===== src/rtl/datapath_control_pkg.sv =====
// Shared types and encodings for the datapath control FSM and its instruction decoder.
package datapath_control_pkg;

    // Control FSM states
    typedef enum logic [3:0] {
        StWait,
        StDecode,
        StWriteImm,
        StGetA,
        StGetB,
        StExec,
        StWriteReg,
        StAddr,
        StLoadAddr,
        StMemRd,
        StMemWb,
        StGetRd,
        StPassB,
        StMemWr,
        StHalt
    } state_e;

    // Instruction classes produced by the decoder
    typedef enum logic [2:0] {
        ClsIllegal,
        ClsMovi,
        ClsMov,
        ClsAlu,
        ClsLdr,
        ClsStr,
        ClsHalt
    } instr_cls_e;

    // Opcode field IR[15:13]
    localparam logic [2:0] OPC_MOV  = 3'b110;
    localparam logic [2:0] OPC_ALU  = 3'b101;
    localparam logic [2:0] OPC_LDR  = 3'b011;
    localparam logic [2:0] OPC_STR  = 3'b100;
    localparam logic [2:0] OPC_HALT = 3'b111;

    // Op field IR[12:11] for the move opcode
    localparam logic [1:0] OP_MOV  = 2'b00;
    localparam logic [1:0] OP_MOVI = 2'b10;

    // Register-file write-data select
    localparam logic [1:0] VSEL_MDATA  = 2'b00;
    localparam logic [1:0] VSEL_SXIMM8 = 2'b01;
    localparam logic [1:0] VSEL_PC     = 2'b10;
    localparam logic [1:0] VSEL_C      = 2'b11;

    // Memory commands
    localparam logic [1:0] MEM_NONE  = 2'b00;
    localparam logic [1:0] MEM_READ  = 2'b01;
    localparam logic [1:0] MEM_WRITE = 2'b10;

    // ALU operations
    localparam logic [1:0] ALU_ADD = 2'b00;
    localparam logic [1:0] ALU_SUB = 2'b01;
    localparam logic [1:0] ALU_AND = 2'b10;
    localparam logic [1:0] ALU_MVN = 2'b11;

endpackage


===== src/rtl/datapath_control_instr_decode.sv =====
// Combinational instruction decoder: splits the latched IR into class, register fields,
// shifter op and ALU op.
module datapath_control_instr_decode
    import datapath_control_pkg::*;
(
    input  logic [15:0] ir,
    output instr_cls_e  cls,
    output logic [2:0]  rn,
    output logic [2:0]  rd,
    output logic [2:0]  rm,
    output logic [1:0]  shift,
    output logic [1:0]  aluop,
    output logic        is_cmp
);

    logic [2:0] opcode;
    logic [1:0] op;

    assign opcode = ir[15:13];
    assign op     = ir[12:11];
    assign rn     = ir[10:8];
    assign rd     = ir[7:5];
    assign shift  = ir[4:3];
    assign rm     = ir[2:0];

    // Classify the instruction; unknown opcode/op pairs fall through to illegal
    always_comb begin
        cls = ClsIllegal;
        case (opcode)
            OPC_MOV: begin
                if (op == OP_MOVI) begin
                    cls = ClsMovi;
                end else if (op == OP_MOV) begin
                    cls = ClsMov;
                end
            end
            OPC_ALU:  cls = ClsAlu;
            OPC_LDR:  cls = ClsLdr;
            OPC_STR:  cls = ClsStr;
            OPC_HALT: cls = ClsHalt;
            default:  cls = ClsIllegal;
        endcase
    end

    // Only ALU instructions use the op field as the ALU operation; everything else adds
    assign aluop  = (cls == ClsAlu) ? op : ALU_ADD;
    assign is_cmp = (cls == ClsAlu) && (op == ALU_SUB);

endmodule


===== src/rtl/datapath_control.sv =====
// Multi-cycle control FSM for the 16-bit datapath: latches an instruction on start and
// sequences register reads, ALU/status loads, memory commands and the register write.
module datapath_control (
    input  logic        clk,
    input  logic        rst_n,
    input  logic        s,
    input  logic [15:0] instr,
    output logic        w,
    output logic [2:0]  readnum,
    output logic [2:0]  writenum,
    output logic        write,
    output logic [1:0]  vsel,
    output logic        loada,
    output logic        loadb,
    output logic        loadc,
    output logic        loads,
    output logic        asel,
    output logic        bsel,
    output logic [1:0]  shift,
    output logic [1:0]  aluop,
    output logic        load_addr,
    output logic [1:0]  mem_cmd
);

    import datapath_control_pkg::*;

    state_e      state_q, state_d;
    logic [15:0] ir_q;

    instr_cls_e  cls;
    logic [2:0]  rn, rd, rm;
    logic [1:0]  ir_shift, ir_aluop;
    logic        is_cmp;

    datapath_control_instr_decode u_instr_decode (
        .ir     (ir_q),
        .cls    (cls),
        .rn     (rn),
        .rd     (rd),
        .rm     (rm),
        .shift  (ir_shift),
        .aluop  (ir_aluop),
        .is_cmp (is_cmp)
    );

    // State and instruction register; IR loads only when start is accepted in WAIT
    always_ff @(posedge clk or negedge rst_n) begin
        if (!rst_n) begin
            state_q <= StWait;
            ir_q    <= '0;
        end else begin
            state_q <= state_d;
            if (state_q == StWait && s) begin
                ir_q <= instr;
            end
        end
    end

    // Next-state sequencing per instruction class
    always_comb begin
        state_d = state_q;
        case (state_q)
            StWait:     if (s) state_d = StDecode;
            StDecode: begin
                case (cls)
                    ClsMovi:                state_d = StWriteImm;
                    ClsMov:                 state_d = StGetB;
                    ClsAlu, ClsLdr, ClsStr: state_d = StGetA;
                    ClsHalt:                state_d = StHalt;
                    default:                state_d = StWait;
                endcase
            end
            StWriteImm: state_d = StWait;
            StGetA:     state_d = (cls == ClsAlu) ? StGetB : StAddr;
            StGetB:     state_d = StExec;
            StExec:     state_d = is_cmp ? StWait : StWriteReg;
            StWriteReg: state_d = StWait;
            StAddr:     state_d = StLoadAddr;
            StLoadAddr: state_d = (cls == ClsLdr) ? StMemRd : StGetRd;
            StMemRd:    state_d = StMemWb;
            StMemWb:    state_d = StWait;
            StGetRd:    state_d = StPassB;
            StPassB:    state_d = StMemWr;
            StMemWr:    state_d = StWait;
            StHalt:     state_d = StHalt;
            default:    state_d = StWait;
        endcase
    end

    // Moore output decode from state and latched IR fields
    always_comb begin
        w         = 1'b0;
        readnum   = 3'd0;
        writenum  = 3'd0;
        write     = 1'b0;
        vsel      = VSEL_MDATA;
        loada     = 1'b0;
        loadb     = 1'b0;
        loadc     = 1'b0;
        loads     = 1'b0;
        asel      = 1'b0;
        bsel      = 1'b0;
        shift     = 2'b00;
        aluop     = ALU_ADD;
        load_addr = 1'b0;
        mem_cmd   = MEM_NONE;
        case (state_q)
            StWait: w = 1'b1;
            StWriteImm: begin
                write    = 1'b1;
                writenum = rn;
                vsel     = VSEL_SXIMM8;
            end
            StGetA: begin
                readnum = rn;
                loada   = 1'b1;
            end
            StGetB: begin
                readnum = rm;
                loadb   = 1'b1;
            end
            StExec: begin
                shift = ir_shift;
                aluop = ir_aluop;
                asel  = (cls == ClsMov);
                loads = is_cmp;
                loadc = !is_cmp;
            end
            StWriteReg: begin
                write    = 1'b1;
                writenum = rd;
                vsel     = VSEL_C;
            end
            StAddr: begin
                bsel  = 1'b1;
                loadc = 1'b1;
            end
            StLoadAddr: load_addr = 1'b1;
            StMemRd:    mem_cmd = MEM_READ;
            StMemWb: begin
                mem_cmd  = MEM_READ;
                write    = 1'b1;
                writenum = rd;
                vsel     = VSEL_MDATA;
            end
            StGetRd: begin
                readnum = rd;
                loadb   = 1'b1;
            end
            StPassB: begin
                asel  = 1'b1;
                loadc = 1'b1;
            end
            StMemWr: mem_cmd = MEM_WRITE;
            default: ;
        endcase
    end

endmodule


===== config.mk =====
export PLATFORM = sky130hd
export DESIGN_NAME = datapath_control
export DESIGN_NICKNAME = d
export VERILOG_FILES = /design/src/rtl/datapath_control_pkg.sv /design/src/rtl/datapath_control_instr_decode.sv /design/src/rtl/datapath_control.sv
export SDC_FILE = /design/constraint.sdc
export NUM_CORES = 1
export LEC_CHECK = 0
export BUFFER_PORTS_ARGS = -buffer_cell sky130_fd_sc_hd__buf_2
export CAP_MARGIN = 40
export CORE_MARGIN = 2
export CORE_UTILIZATION = 30
export CTS_BUF_LIST = sky130_fd_sc_hd__clkbuf_4
export CTS_CLUSTER_DIAMETER = 120
export DETAILED_ROUTE_END_ITERATION = 6
export GPL_TIMING_DRIVEN = 0
export PLACE_DENSITY_LB_ADDON = 0.05
export SKIP_LAST_GASP = 1
export SLEW_MARGIN = 20
export SYNTH_ARGS = -nofsm -noshare
export SYNTH_HDL_FRONTEND = slang
export SYNTH_SLANG_ARGS = --single-unit

===== constraint.sdc =====
create_clock -name clk -period 1.75 [get_ports clk]
set_clock_uncertainty 0.05 [all_clocks]
set_input_delay 0.175 -clock clk [delete_from_list [all_inputs] [get_ports clk]]
set_output_delay 0.175 -clock clk [all_outputs]
set_load 0.01 [all_outputs]

==> results.md, run 1 <==
- Status: complete, but fails checks
- Failing checks: negative setup slack
- DRT iter0 DRCs: 84
- MaxCap Viol Count: 0
- CTS buffer count: 3
- Sequential share of the synthesized area: 0.3929
- Most common cell after layout, fill and taps aside: buf_2
- Nets@finish: 215
- Final slew viol count: 0
- Synthesized area: 1274 um2
- Mapped Avg Cell Area: 9.577 um2
- RSZ-0062 raised after global routing: true
- Initial Util: 0.3139
- CTS clk-pin slew, worst paths: 0.13 ns
- Vias in the first global route: 1256
- Area post-placement: 1541 um2
- Clk buf depth: 2
- IO Count: 42
- Placed insts: 224
- PD cells: 1836 nW/um2
- Flop pwr share: 0.268
- IO buf count: 41
- Die Span Y: 69.16 um
- Unique cell type count in the Yosys netlist: 36
- Max FO, Critical Path: 4
- Layout cells sized above 1: 0.5795
- Final WS setup: -0.02089 ns
- Actual slew at the worst max-slew pin: 0.5155 ns
- WL final: 3.786 mm
- Switch share: 0.4258
- Routed len/inst: 15.45 um
- Yosys reg bits: 20
- Comb pwr share: 0.659
- Layout Cell Area excl Fill: 1859 um2
- Fin Hold WS: 0.03017 ns
- Post-route DRC: 0
- Post-DP HPWL: 2.560 mm
- Clk pwr share: 0.073
- # rows: 23
- CP Capture Type: output port
- Synth Net Count: 152
- Ys Warns: 0
- Final Wtd Congestion: 0.8357
- Die width: 69.16 um
- Worst setup SP type: register
- Layout area overhead: 45.97%
- Total GRT Usage: 0.1540
- Initial antenna violation count: 0
- Worst EP required: 1.52 ns
- Switching power: 1.454 mW
- Final Instance Count excl. Fillers: 245
- First-pass GRT wire length: 6.023 mm
- Clk sinks: 20
- Crit Path Class: register to output port
- Root Driver: clkbuf_4
- Antenna diodes: 0
- Core area: 4058 um2
- Final period util: 1.012
- Peak Freq: 564.7 MHz
- Tot Pwr: 3.414 mW
- Synthesized instance count: 133
- Minimum clock period: 1.771 ns
- 1st-pass router iterations: 5
- Vias: 1235
- Grt total ovfl: 0
- Final setup viols: 5
- Max transition margin: 0.6563
- VDD IR max: 0.6159 mV
- Later-pin clock latency in the skew report: 0.31 ns
- Fin. Hold Viols: 0
- Via-to-Cell Ratio: 5.041
- Hold Crit Class: input pin to register
- Fill count: 388
- H-tree lvl count: 1
- Pleak: 0.9250 nW
- Largest net degree at the start of global routing: 21
- Cell Int Power: 1.960 mW
- Worst path arrival time: 1.55 ns
- CTS tree: done
- Die ar.: 4783 um2
- Most frequent cells in the layout: buf_2, buf_4, dfrtp_1
- Post-DRT Antenna Nets: 0
## cells by family (layout without fill, tap and decap cells)
family / count (synthesis) / count (layout) / share of synthesized area
and+or+nand+nor: 59 / 59 / 0.2495
AOI/OAI and AO/OA: 26 / 26 / 0.1385
DFF: 20 / 20 / 0.3929
muxes: 17 / 17 / 0.1788
buffers and inverters: 11 / 73 / 0.04028
## registers in the layout, indices dropped and copies added (netlist names)
name / count
ir_q: 16
state_q: 4
## final timing paths
check / startpoint / endpoint / slack, ns / depth (start not counted)
worst max-delay path: state_q[2] / readnum[1] / -0.02 / 6
worst min-delay path: instr[13] / ir_q[13] / 0.03 / 2
worst max register to register: state_q[2] / ir_q[6] / 0.07 / 6
worst min register to register: ir_q[4] / ir_q[4] / 0.47 / 1
max in group asynchronous: rst_n / ir_q[14] / 0.98 / 2
min in group asynchronous: rst_n / state_q[2] / 0.30 / 2
## per-layer routing
layer	share of wire	global-route usage	up-vias
met5	0	0	-
met3	0.062	0.04240	4
met4	0.0055	0.05011	0
met1	0.46	0.1860	586
li1	-	-	596
met2	0.47	0.2639	49
## power groups by stage
stage	Combinational, mW	Clock [mW]	Sequential [mW]
after global routing	2.43	0.277	0.954
after floorplan	1.25	0	0.858
final	2.25	0.248	0.915
after global placement	1.62	0	0.927
after CTS	2.03	0.259	0.892
after detailed placement	1.63	0	0.929
## critical path, stage by stage (launching register included)
cell and delay [ns]:
dfrtp_1 0.43, buf_6 0.13, or2_4 0.25, nor2_4 0.14
a22oi_2 0.09, nand2_1 0.06, buf_2 0.13
## synth_stat cells
cell type | number | area [um2]
nand2b_1 | 9 | 56.30
clkbuf_1 | 5 | 18.77
nor2_1 | 17 | 63.81
nand3_1 | 1 | 5.000
nand4_1 | 2 | 12.51
o31ai_1 | 1 | 7.510
and3b_1 | 1 | 8.760
a21oi_1 | 5 | 25.02
or2_2 | 1 | 6.260
buf_2 | 2 | 10.01
inv_1 | 3 | 11.26
and3_1 | 2 | 12.51
a22o_1 | 1 | 8.760
o221a_2 | 1 | 11.26
mux2_4 | 10 | 150.1
nor4b_1 | 1 | 8.760
nand2_1 | 12 | 45.04
nor3_4 | 1 | 16.27
and2_1 | 3 | 18.77
o21ai_0 | 6 | 30.03
mux2_2 | 6 | 67.56
or2_4 | 1 | 8.760
o211ai_1 | 2 | 15.01
nand2_4 | 1 | 11.26
nand3b_1 | 2 | 15.01
nor2b_1 | 1 | 6.260
mux2i_1 | 1 | 10.01
o311ai_0 | 1 | 8.760
a41oi_1 | 1 | 8.760
nor3_1 | 3 | 15.01
buf_6 | 1 | 11.26
a31oi_1 | 1 | 6.260
a22oi_1 | 6 | 45.04
nor3b_1 | 1 | 7.510
dfrtp_1 | 20 | 500.5
a311o_1 | 1 | 10.01
## metrics by stage
step                setup WS [ns]  utilization  setup TNS [ns]
floorplan                  0.1501            -               0
global placement         -0.03028       0.3799        -0.03716
detailed placement        0.02906       0.3799               0
CTS                      -0.04985       0.4320         -0.2533
global route             -0.09899       0.4582         -0.8622
finish                   -0.02089       0.4582        -0.07393
## cell type report
class	count	area, um2	area share
Multi-Input combinational cell	102	823.3	0.4428
Sequential cell	20	506.7	0.2725
Timing Repair Buffer	60	369.1	0.1985
Tap cell	50	62.56	0.03365
Buffer	6	60.06	0.03230
Clock buffer	3	22.52	0.01211
Inverter	3	11.26	0.006057
Clock inverter	1	3.754	0.002019
## repair_timing
action	4_1_cts	5_1_grt
setup endpoints to repair	20	25
hold buffers	1	0
hold endpoints to repair	20	0
pin swaps	10	7
gates cloned	0	1
buffers inserted	11	6
gates resized for setup	34	17
Note: power is estimated with default switching activity, not from simulation.
==> inputs of run 2 (changes only) <==
--- a/config.mk
+++ b/config.mk
@@ -8,11 +8,12 @@
 export BUFFER_PORTS_ARGS = -buffer_cell sky130_fd_sc_hd__buf_2
 export CAP_MARGIN = 40
 export CORE_MARGIN = 2
-export CORE_UTILIZATION = 30
+export CORE_UTILIZATION = 47
 export CTS_BUF_LIST = sky130_fd_sc_hd__clkbuf_4
 export CTS_CLUSTER_DIAMETER = 120
 export DETAILED_ROUTE_END_ITERATION = 6
 export GPL_TIMING_DRIVEN = 0
+export MAX_ROUTING_LAYER = met4
 export PLACE_DENSITY_LB_ADDON = 0.05
 export SKIP_LAST_GASP = 1
 export SLEW_MARGIN = 20
==> constraint.sdc (replaced) <==
create_clock -name clk -period 1.5 [get_ports clk]
set_clock_uncertainty 0.05 [all_clocks]
set_input_delay 0.15 -clock clk [delete_from_list [all_inputs] [get_ports clk]]
set_output_delay 0.15 -clock clk [all_outputs]
set_load 0.01 [all_outputs]
==> run 2 against run 1 <==
Effect of this change: the run still ends with negative setup slack left; first-iteration DRC count fell by 42%; flip-flop and latch count did not move; largest cell class unchanged; non-clock buffer count rose by 12; critical path depth did not move; register-to-register slack got worse by 0.38 ns; via count rose by 13%; design area rose by 15%; hold slack got worse by 0.015 ns; global-route usage rose by 10 points; count of clock-buffer cells in the layout did not move; critical endpoint is now ir_q[8].
==> results.md, run 2 (synthesis results as in run 1) <==
- Clk sinks: 20
- CTS tree: done
- VDD IR max: 1.629 mV
- Layout cells sized above 1: 0.6812
- Switch share: 0.4280
- Initial Util: 0.5050
- Final slew viol count: 0
- CTS clk-pin slew, worst paths: 0.12 ns
- Hold Crit Class: input pin to register
- Multi-input logic area: 922.1 um2
- Failing checks: negative setup slack
- Status: complete, but fails checks
- Most common cell after layout, fill and taps aside: buf_2
- Comb pwr share: 0.706
- IO buf count: 41
- Via-to-Cell Ratio: 5.890
- Later-pin clock latency in the skew report: 0.30 ns
- Fill count: 137
- IO Count: 42
- MaxCap Viol Count: 0
- Worst path max stage delay: 0.46 ns
- Max FO, Critical Path: 10
- Post-DRT Antenna Nets: 0
- Worst path arrival time: 1.96 ns
- Crit Path Class: register to register
- Layout Cell Area excl Fill: 2142 um2
- Final WS setup: -0.3075 ns
- Pleak: 1.033 nW
- Area post-placement: 1516 um2
- Post-route DRC: 0
- First-pass GRT wire length: 6.251 mm
- Grt total ovfl: 0
- Vias in the first global route: 1299
- Top Registers: ir_q x16, state_q x4
- Core area: 2522 um2
- Antenna diodes: 0
- Clk pwr share: 0.056
- Worst EP required: 1.65 ns
- Root Driver: clkbuf_4
- Switching power: 2.015 mW
- Pre-CTS setup slack: -0.2206 ns
- Max transition margin: 0.6743
- Slowest cell on the critical path: dfrtp_2
- Layout area overhead: 68.17%
- Minimum clock period: 1.807 ns
- Largest net degree at the start of global routing: 21
- Register area: 508.0 um2
- PD cells: 2198 nW/um2
- Most frequent cells in the layout: buf_2, buf_6, buf_4
- Most flops, register: ir_q
- Peak Freq: 553.3 MHz
- Final Wtd Congestion: 0.8529
- Final period util: 1.205
- Initial antenna violation count: 0
- Routed len/inst: 18.30 um
- Nets@finish: 227
- Final setup viols: 40
- Flop pwr share: 0.237
- Actual slew at the worst max-slew pin: 0.4886 ns
- Die ar.: 3143 um2
- Total GRT Usage: 0.2575
- # rows: 18
- 1st-pass router iterations: 7
- WL final: 4.338 mm
- Critical Path, Cell by Cell: buf_6, or2_4, nor3_4, nand2_4, buf_12, mux2_4
- RSZ-0062 raised after global routing: true
- Cell Int Power: 2.693 mW
- Worst setup SP type: register
- Vias: 1396
- Post-DP HPWL: 2.315 mm
- Die width: 56.06 um
- Fin. Hold Viols: 0
- CTS buffer count: 3
- CP Capture Type: register
- Clk buf depth: 2
- DRT iter0 DRCs: 49
- Die Span Y: 56.06 um
- Largest register FFs: 16
- H-tree lvl count: 1
-- run 2: changes by cell type in the layout (fill, tap and decap cells not counted), moves of 3 or more --
cell     delta
a21oi_1     -3
nor2_4      +3
nor2_1      -5
buf_2       -9
buf_6      +15
a21oi_2     +3
-- run 2: timing repair --
action / 4_1_cts / 5_1_grt
endpoints found under the hold margin: 20 / 0
endpoints found under the setup margin: 35 / 42
buffers inserted: 25 / 7
resized for setup: 58 / 37
pin swaps: 12 / 20
hold buffers: 1 / 0
-- run 2: stage by stage --
stage | util | setup TNS [ns] | total power, mW | cells | hold slack (ns)
floorplan | - | -0.9993 | 2.463 | 133 | -0.1956
global route | 0.8492 | -10.69 | 4.955 | 237 | 0.004561
CTS | 0.7698 | -7.384 | 4.113 | 232 | 0.01481
detailed placement | 0.6012 | -3.254 | 2.972 | 204 | 0.07475
global placement | 0.6012 | -3.060 | 2.931 | 204 | 0.08214
finish | 0.8492 | -9.079 | 4.709 | 237 | 0.01486
-- run 2: area by class of cell --
| cell class | count | share of cell area |
|---|---|---|
| clock buffers | 3 | 0.01051 |
| inverters | 3 | 0.005257 |
| well taps | 30 | 0.01752 |
| clock inverters | 1 | 0.001752 |
| plain buffers | 5 | 0.03154 |
| multi-input cells | 102 | 0.4305 |
| repair buffers | 73 | 0.2658 |
| flip-flops and latches | 20 | 0.2371 |
-- run 2: power groups by stage --
stage                     clock network (mW)  registers [mW]  logic, mW
after CTS                              0.266            1.05       2.80
after global routing                   0.289            1.14       3.53
final                                  0.266            1.12       3.33
after detailed placement                   0            1.08       1.89
after global placement                     0            1.08       1.85
after floorplan                            0            1.00       1.46
-- run 2: critical path: cells and delay by family, from the launching register on --
kind          cells  cell delay [ns]
flops             1             0.46
buf+inv           2             0.29
mux               1             0.30
simple gates      3             0.60
-- run 2: metal layers --
layer | vias up | global-route usage | wire length, um
met4 | 0 | 0.08163 | 155
met5 | - | - | 0
met1 | 689 | 0.3208 | 1766
li1 | 623 | - | -
met2 | 70 | 0.4151 | 2157
met3 | 14 | 0.05814 | 259
-- run 2: path summary, 6_finish.rpt --
check / startpoint / end / slack (ns) / depth (start not counted)
max: state_q[2] / ir_q[8] / -0.31 / 6
min: instr[7] / ir_q[7] / 0.01 / 2
max reg2reg: state_q[2] / ir_q[8] / -0.31 / 6
min reg2reg: ir_q[4] / ir_q[4] / 0.48 / 1
max in group asynchronous: rst_n / ir_q[14] / 0.76 / 2
min in group asynchronous: rst_n / state_q[3] / 0.27 / 2
